==> src/rtl/vfclass_seq.sv <==
// Sequential vector fclass: classifies one 64-bit element per cycle and returns RISC-V fclass masks.
// Optional NaN counter output nan_cnt_o enabled by defining VFCLASS_SEQ_NAN_CNT_EN.

package vfclass_seq_pkg;
    typedef struct packed {
        logic        sign;
        logic [10:0] exp;
        logic [51:0] man;
    } fp_t;

    typedef enum logic [2:0] {
        FP_ZERO,
        FP_SUBNORM,
        FP_NORMAL,
        FP_INF,
        FP_QNAN,
        FP_SNAN
    } fp_class_t;
endpackage

// Double-precision category decode; NaNs are labelled by sign only (QNAN for +, SNAN for -).
module classifier_DFP
    import vfclass_seq_pkg::*;
(
    input  fp_t       op_i,
    output fp_class_t cls_c
);
    always_comb begin
        cls_c = FP_NORMAL;
        if (op_i.exp == 11'h000) begin
            cls_c = (op_i.man == 52'd0) ? FP_ZERO : FP_SUBNORM;
        end else if (op_i.exp == 11'h7FF) begin
            if (op_i.man == 52'd0) cls_c = FP_INF;
            else                   cls_c = op_i.sign ? FP_SNAN : FP_QNAN;
        end
    end
endmodule

module vfclass_seq
    import vfclass_seq_pkg::*;
#(
    parameter int unsigned NUM_ELEM = 4,
    parameter int unsigned TAG_W    = 5
) (
    input  logic                               clk_i,
    input  logic                               rstn_i,
    input  logic                               req_valid_i,
    output logic                               req_ready_o,
    input  logic [NUM_ELEM*64-1:0]             req_data_i,
    input  logic [NUM_ELEM-1:0]                req_mask_i,
    input  logic [$clog2(NUM_ELEM):0]          req_vl_i,
    input  logic [TAG_W-1:0]                   req_tag_i,
    output logic                               resp_valid_o,
    input  logic                               resp_ready_i,
    output logic [NUM_ELEM*64-1:0]             resp_data_o,
    output logic [TAG_W-1:0]                   resp_tag_o,
    output logic                               busy_o
`ifdef VFCLASS_SEQ_NAN_CNT_EN
    ,
    output logic [31:0]                        nan_cnt_o
`endif
);
    localparam int unsigned IDX_W = $clog2(NUM_ELEM);
    localparam int unsigned VL_W  = IDX_W + 1;

    typedef enum logic [1:0] {
        S_IDLE,
        S_RUN,
        S_DONE
    } state_t;

    state_t                          state_q, state_d;
    fp_t       [NUM_ELEM-1:0]        data_q, data_d;
    logic      [NUM_ELEM-1:0]        mask_q, mask_d;
    logic      [VL_W-1:0]            vl_q, vl_d;
    logic      [TAG_W-1:0]           tag_q, tag_d;
    logic      [VL_W-1:0]            idx_q, idx_d;
    logic      [NUM_ELEM-1:0][63:0]  res_q, res_d;
    logic                            ready_q, ready_d;
    logic                            valid_q, valid_d;
    logic                            busy_q, busy_d;
`ifdef VFCLASS_SEQ_NAN_CNT_EN
    logic      [31:0]                nan_cnt_q, nan_cnt_d;
`endif

    logic      [IDX_W-1:0]           idx_lo;
    fp_t                             cur_elem;
    fp_class_t                       cur_cls;
    logic      [9:0]                 fclass_c;
    logic                            cur_active;
    logic                            cur_nan;

    assign idx_lo     = idx_q[IDX_W-1:0];
    assign cur_elem   = data_q[idx_lo];
    assign cur_active = (idx_q < vl_q) && mask_q[idx_lo];
    assign cur_nan    = (cur_cls == FP_QNAN) || (cur_cls == FP_SNAN);

    classifier_DFP u_cls (
        .op_i  (cur_elem),
        .cls_c (cur_cls)
    );

    // Map category + sign to the fclass bit; quiet/signalling comes from mantissa bit 51.
    always_comb begin
        fclass_c = 10'd0;
        case (cur_cls)
            FP_INF:     fclass_c[cur_elem.sign ? 0 : 7] = 1'b1;
            FP_NORMAL:  fclass_c[cur_elem.sign ? 1 : 6] = 1'b1;
            FP_SUBNORM: fclass_c[cur_elem.sign ? 2 : 5] = 1'b1;
            FP_ZERO:    fclass_c[cur_elem.sign ? 3 : 4] = 1'b1;
            FP_QNAN,
            FP_SNAN:    fclass_c[cur_elem.man[51] ? 9 : 8] = 1'b1;
            default:    fclass_c = 10'd0;
        endcase
    end

    always_ff @(posedge clk_i or negedge rstn_i) begin
        if (!rstn_i) state_q <= S_IDLE;
        else         state_q <= state_d;
    end

    always_comb begin
        state_d = state_q;
        data_d  = data_q;
        mask_d  = mask_q;
        vl_d    = vl_q;
        tag_d   = tag_q;
        idx_d   = idx_q;
        res_d   = res_q;
`ifdef VFCLASS_SEQ_NAN_CNT_EN
        nan_cnt_d = nan_cnt_q;
`endif
        case (state_q)
            S_IDLE: begin
                if (req_valid_i) begin
                    data_d  = req_data_i;
                    mask_d  = req_mask_i;
                    vl_d    = (req_vl_i > VL_W'(NUM_ELEM)) ? VL_W'(NUM_ELEM) : req_vl_i;
                    tag_d   = req_tag_i;
                    idx_d   = '0;
                    state_d = S_RUN;
                end
            end
            S_RUN: begin
                // One extra RUN cycle after the last element keeps latency at NUM_ELEM+1.
                if (idx_q == VL_W'(NUM_ELEM)) begin
                    state_d = S_DONE;
                end else begin
                    res_d[idx_lo] = cur_active ? 64'(fclass_c) : '1;
                    idx_d         = idx_q + VL_W'(1);
`ifdef VFCLASS_SEQ_NAN_CNT_EN
                    if (cur_active && cur_nan && (nan_cnt_q != 32'hFFFF_FFFF))
                        nan_cnt_d = nan_cnt_q + 32'd1;
`endif
                end
            end
            S_DONE: begin
                if (resp_ready_i) state_d = S_IDLE;
            end
            default: state_d = S_IDLE;
        endcase
        ready_d = (state_d == S_IDLE);
        busy_d  = (state_d != S_IDLE);
        valid_d = (state_d == S_DONE);
    end

    always_ff @(posedge clk_i or negedge rstn_i) begin
        if (!rstn_i) begin
            data_q  <= '0;
            mask_q  <= '0;
            vl_q    <= '0;
            tag_q   <= '0;
            idx_q   <= '0;
            res_q   <= '0;
            ready_q <= 1'b1;
            valid_q <= 1'b0;
            busy_q  <= 1'b0;
`ifdef VFCLASS_SEQ_NAN_CNT_EN
            nan_cnt_q <= '0;
`endif
        end else begin
            data_q  <= data_d;
            mask_q  <= mask_d;
            vl_q    <= vl_d;
            tag_q   <= tag_d;
            idx_q   <= idx_d;
            res_q   <= res_d;
            ready_q <= ready_d;
            valid_q <= valid_d;
            busy_q  <= busy_d;
`ifdef VFCLASS_SEQ_NAN_CNT_EN
            nan_cnt_q <= nan_cnt_d;
`endif
        end
    end

    assign req_ready_o  = ready_q;
    assign resp_valid_o = valid_q;
    assign busy_o       = busy_q;
    assign resp_data_o  = res_q;
    assign resp_tag_o   = tag_q;
`ifdef VFCLASS_SEQ_NAN_CNT_EN
    assign nan_cnt_o    = nan_cnt_q;
`endif

    logic unused_nan;
    assign unused_nan = cur_nan;

endmodule

==> config.mk <==
export PLATFORM = sky130hd
export DESIGN_NAME = vfclass_seq
export DESIGN_NICKNAME = d
export VERILOG_FILES = /design/src/rtl/vfclass_seq.sv
export SDC_FILE = /design/constraint.sdc
export NUM_CORES = 1
export LEC_CHECK = 0
export ABC_CLOCK_PERIOD_IN_PS = 5600
export CORE_AREA = 2 2 208 210
export DETAILED_ROUTE_END_ITERATION = 10
export DIE_AREA = 0 0 210 212
export DONT_BUFFER_PORTS = 1
export GPL_ROUTABILITY_DRIVEN = 0
export PLACE_DENSITY = 0.57
export REMOVE_ABC_BUFFERS = 1
export SETUP_SLACK_MARGIN = 0.02
export SLEW_MARGIN = 20
export SYNTH_ARGS = -nofsm -noshare
export SYNTH_HDL_FRONTEND = slang
export SYNTH_HIERARCHICAL = 1
export SYNTH_SLANG_ARGS = --single-unit
export TNS_END_PERCENT = 10
==> constraint.sdc <==
create_clock -name clk_i -period 5.6 [get_ports clk_i]
set_input_delay 1.12 -clock clk_i [delete_from_list [all_inputs] [get_ports clk_i]]
set_output_delay 1.12 -clock clk_i [all_outputs]
set_load 0.02 [all_outputs]
---- Word-level counts from Yosys, hierarchy flattened ----
Cells that the tools add are included.
word-level totals
  bits in registers ....................... 532
  bits of input ports ..................... 272
  output and inout bits ................... 264
  word-level logic and storage cells ...... 107
cells by class
  add/sub/neg operators ................... 1
  order comparisons ....................... 14
  eq/ne operators ......................... 12
  muxes and demuxes ....................... 37
  bitwise gates (word level) .............. 1
  reductions and logical operators ........ 18
operator list
  operator                                             count
  bitwise mux 256 bit                                  1
  2-to-1 mux 64 bit                                    3
  binary-select mux 64 bit (select 2 bit)              1
  demux 64 bit (select 2 bit)                          1
  logical NOT 52 bit                                   1
  case mux 10 bit (5 select lines)                     1
  2-to-1 mux 3 bit                                     10
  demux 1 bit (select 4 bit)                           5
  < comparator 3 x 5 -> 1 bit, second input constant   4
  >= comparator 3 x 1 -> 1 bit, second input constant  4
  == test 11 bit, second input constant                1
  logical NOT 11 bit                                   1
  == test 3 bit, second input constant                 3
  2-to-1 mux 1 bit                                     9
  logical AND 1 bit                                    7
  == test 3 x 2 -> 1 bit, second input constant        2
  2-to-1 mux 2 bit                                     3
  case mux 2 bit (3 select lines)                      1
  case mux 3 bit (2 select lines)                      1
  < comparator 4 x 5 -> 1 bit, second input constant   1
  == test 2 bit, second input constant                 2
  >= comparator 4 x 1 -> 1 bit, second input constant  1
  logical NOT 2 bit                                    2
  inequality test 2 bit, second input constant         2
  14 further kinds                                     16

---- Depth between registers and ports, before layout ----
  depth after elaboration ................. 11
  gate-level depth with buffers ........... 11
  mapped depth without buffers ............ 8

---- By module ----
Netlist, hierarchy kept.
by module, submodules not included
  module          times used  cells an instance  area each (µm²)  sequential area each (µm²)
  vfclass_seq     1           1076               15307.2          8008.9
  classifier_DFP  1           31                 198.9            0.0

---- Worst setup path before layout ----
Ideal clock, no wire load.
  kind .................................... register to register
  start ................................... register idx_q[0]
  end ..................................... register res_q, in the netlist resp_data_o[6]
  setup time .............................. 0.082 ns
  arrival time ............................ 3.396 ns
  data required time ...................... 5.518 ns
  slack ................................... 2.122 ns
  cell stages (with the launch flop) ...... 12
  path buffers ............................ 3
  period minus slack after synthesis ...... 3.478 ns
  path through ............................ dfrtp_1 > buf_6 > buf_2 > buf_2 > mux4_2 > nor4_1 > nand4_1 > or4_4 > a21oi_1 > nor3b_1 > nand2b_1 > a31oi_1
RTL lines
  element                 line  RTL
  start, declared         77    logic [VL_W-1:0] idx_q, idx_d;
  start signal, assigned  186   idx_q <= idx_d;
  end signal, assigned    187   res_q <= res_d;
  end, declared           78    logic [NUM_ELEM-1:0][63:0] res_q, res_d;

==> results.txt <==
----------------------------------------------------
[Clocking]
  Clock buffers created by TritonCTS ... 37
  CTS tree ... yes
  Number of hold buffers added after cts ... 0
  Resize count post-CTS ... 0
  Clock slew at reported path FFs ... approximately 0.06 ns
  Maximum root-to-sink buffer count ... 3
  CTS Root Cell ... sky130_fd_sc_hd__clkbuf_16
  Post-CTS Setup Bufs ... 0
  Clock latency on the worst-skew pair ... roughly 0.54 ns
  Clock net sink count ... between 300 and 400
  Number of H-tree levels ... 2

[Finish]
  Final cell count without fillers ... 1467
  Layout cell share with drive strength beyond 1 ... 0.466
  Area Growth Syn to Fin ... 2.90%
  Post-layout utilization of the core ... 0.375
  Count of fill cells added during filler insertion ... 3895
  Count of nets after finishing ... about 1200

[Yosys]
  Mean cell area of the mapped netlist ... ~14 µm²
  Synthesized cell area ... 15500 µm²
  Cell count after synthesis ... roughly 1100
  Yosys reg bits ... between 300 and 400
  Part of the Yosys area used for sequential elements ... 0.517
  Count of warnings emitted by yosys ... 6
  Main synth FF type ... sky130_fd_sc_hd__dfrtp_1
  Number of enable flip-flop cells after synthesis ... 0
  Share of synthesized flip-flops with an asynchronous set or reset ... 1.00
  Number of unique standard cell types used by synthesis ... 42

[Detailed routing]
  DR vias ... slightly below 8000
  Number of optimization iterations in the first detailed-route pass ... 5
  Detailed-route DRC error count ... 0
  Wire length per cell ... around 25 µm
  Drt first-iter violations ... 480
  Routed wire length ... around 36000 µm
  Antenna-violating nets left ... 0
  Routed via count divided by cell count ... between 5 and 6

[Global routing]
  Overall global routing resource usage ... 0.163
  First-pass GRT wire length ... 54500 µm
  Via count of the first global-routing pass ... about 8500
  Largest net degree at the start of global routing ... roughly 320
  Initial antenna violation count ... 18
  Overflow left after global routing ... 0

[Run status]
  Result of the run ... finished clean

[Die]
  Standard-cell rows ... 76
  Die area ... around 45000 µm²
  Initial core utilization ... 0.365
  Die span in x ... ~210 µm
  Die height ... about 210 µm
  Boundary pin count ... between 500 and 600
  Placeable core area ... 42500 µm²

[Setup path]
  Crit path DAT ... roughly 4.7 ns
  Worst Path Buf+Inv ... 1
  Endpoint type of the worst setup path ... flop
  Maximum net fanout on the critical path ... between 40 and 50
  Crit path max-delay family ... simple AND/OR/NAND/NOR gates
  CP Class ... flop to flop
  Crit-path max cell delay ... about 0.89 ns
  Series of cell instances along the critical path ... buf_4 -> mux4_2 -> nor4_1 -> nand3_1 -> or4_4 -> a21oi_1 -> nor3b_1 -> nand2b_1 -> a31oi_1
  Slowest library cell on the worst path ... sky130_fd_sc_hd__dfrtp_4
  Crit start category ... flop
  Worst EP required ... 6.06 ns

[STA]
  Final Max Slew Viols ... 0
  Part of the cycle the worst path needs ... 0.749
  Worst max-slew margin expressed relative to the limit ... 0.131
  Post-route setup slack ... between 1 and 1.5 ns
  Final setup violating endpoints ... 0
  Final hold violation count ... 0
  Unrepaired setup endpoints after global routing ... false
  Final critical-path required period ... between 4 and 5 ns
  Worst Skew ... approximately 0.014 ns
  Upper clock frequency limit ... between 200 and 250 MHz
  Tightest Pin Transition ... ~1.3 ns

[Run]
  Count of maximum capacitance violations ... 0

[Pwr]
  Leakage ... 0.00624 µW
  P per Cell Area ... roughly 710 nW/µm²
  Maximum ir drop on the vdd rail ... between 300 and 400 µV

[Placement]
  Final HPWL from detailed placement ... between 20000 and 30000 µm
  Cell count after placement ... roughly 1400
  Port bufs ... 0
  Minimum setup slack after placement ... roughly 1.3 ns

[Worst hold path]
  Worst Hold Class ... input port to asynchronous set/reset pin

----------------------------------------------------
==> logic make-up after synthesis <==
family | Yosys count | share of synthesized area
AO/OA/AOI/OAI | 97 | 0.0395
adder cells (fa/ha/maj) | 6 | 0.00484
buffers and inverters | 288 | 0.126
flip-flops | 320 | 0.517
multiplexers | 330 | 0.287
AND/OR/NAND/NOR | 66 | 0.0260
==> cells in the final DEF, fill, tap and decap left out, types with 6 or more instances in the layout <==
master                      instances
sky130_fd_sc_hd__clkbuf_8          13
sky130_fd_sc_hd__clkbuf_16         39
sky130_fd_sc_hd__nor4_1            15
sky130_fd_sc_hd__inv_1              9
sky130_fd_sc_hd__nand2_1            7
sky130_fd_sc_hd__mux4_2            65
sky130_fd_sc_hd__nor2_1            11
sky130_fd_sc_hd__diode_2            6
sky130_fd_sc_hd__buf_4             12
sky130_fd_sc_hd__dfrtp_4            6
sky130_fd_sc_hd__mux2_2           265
sky130_fd_sc_hd__a21oi_1            7
sky130_fd_sc_hd__dfrtp_1          313
sky130_fd_sc_hd__ha_1               6
sky130_fd_sc_hd__clkbuf_1           6
sky130_fd_sc_hd__a31oi_1           74
sky130_fd_sc_hd__o21ai_0            7
==> flip-flops by register name, summed over array words and instances, names as in the netlist <==
name	cells
req_ready_o	1
data_q	256
state_q	2
mask_q	4
resp_data_o	44
vl_q	3
resp_valid_o	1
resp_tag_o	5
idx_q	3
busy_o	1
==> area by class of cell <==
cell class | count | area [µm²] | share of cell area
well taps | 546 | 683 | 0.0428
repair buffers | 21 | 308 | 0.0193
multi-input cells | 499 | 5560 | 0.348
inverters | 9 | 33.8 | 0.00212
clock inverters | 8 | 146 | 0.00918
clock buffers | 58 | 1180 | 0.0738
diodes | 6 | 15.0 | 0.000941
flip-flops and latches | 320 | 8030 | 0.503
==> through the flow <==
step                      setup TNS (ns)  total power, µW  hold slack (ns)  instance area [µm²]
final                                  0            11300            0.294                16000
after global routing                   0            12000            0.264                16000
after CTS                              0            11400            0.251                15900
after detailed placement               0             8780            0.490                14600
after global placement                 0             8670            0.485                14600
after floorplan                 -5027.91             7950            0.476                13600
==> synth_stat cells (all sizes together), types with 4 or more instances <==
| cell type | instances | area [µm²] |
|---|---|---|
| buf | 260 | 1850 |
| clkbuf | 19 | 71.3 |
| nand4 | 4 | 25.0 |
| nand2 | 7 | 26.3 |
| mux4 | 65 | 1460 |
| ha | 6 | 75.1 |
| a31oi | 74 | 463 |
| nor3b | 4 | 30.0 |
| mux2 | 265 | 2980 |
| nand2b | 4 | 25.0 |
| nor4 | 16 | 106 |
| o21ai | 7 | 35.0 |
| a21oi | 7 | 35.0 |
| inv | 9 | 33.8 |
| dfrtp | 319 | 7980 |
| nor2 | 11 | 41.3 |
==> power by group <==
group | leakage (µW) | switching (µW) | total (µW) | internal (µW)
clock network | 0.000650 | 962 | 2590 | 1630
registers | 0.00370 | 1150 | 4620 | 3460
logic | 0.00189 | 2040 | 4060 | 2030
==> final timing paths <==
path / startpoint / endpoint / slack (ns) / cells after the start
min: rstn_i / data_q[204] / 0.29 / 0
max in group asynchronous: rstn_i / resp_data_o[190] / 4.09 / 0
max: idx_q[1] / resp_data_o[70] / 1.41 / 9
max reg2reg: idx_q[1] / resp_data_o[70] / 1.41 / 9
min reg2reg: data_q[216] / data_q[216] / 0.50 / 1
min in group clk_i: data_q[216] / data_q[216] / 0.50 / 1
==> routing by layer <==
layer  vias up  track usage  wire [µm]
li1       3391            -          -
met2       289        0.261      17900
met3        88       0.0600       3030
met5         -            0        156
met1      4120        0.198      14200
met4        24       0.0692       1210
Note: power is estimated with default switching activity, not from simulation.
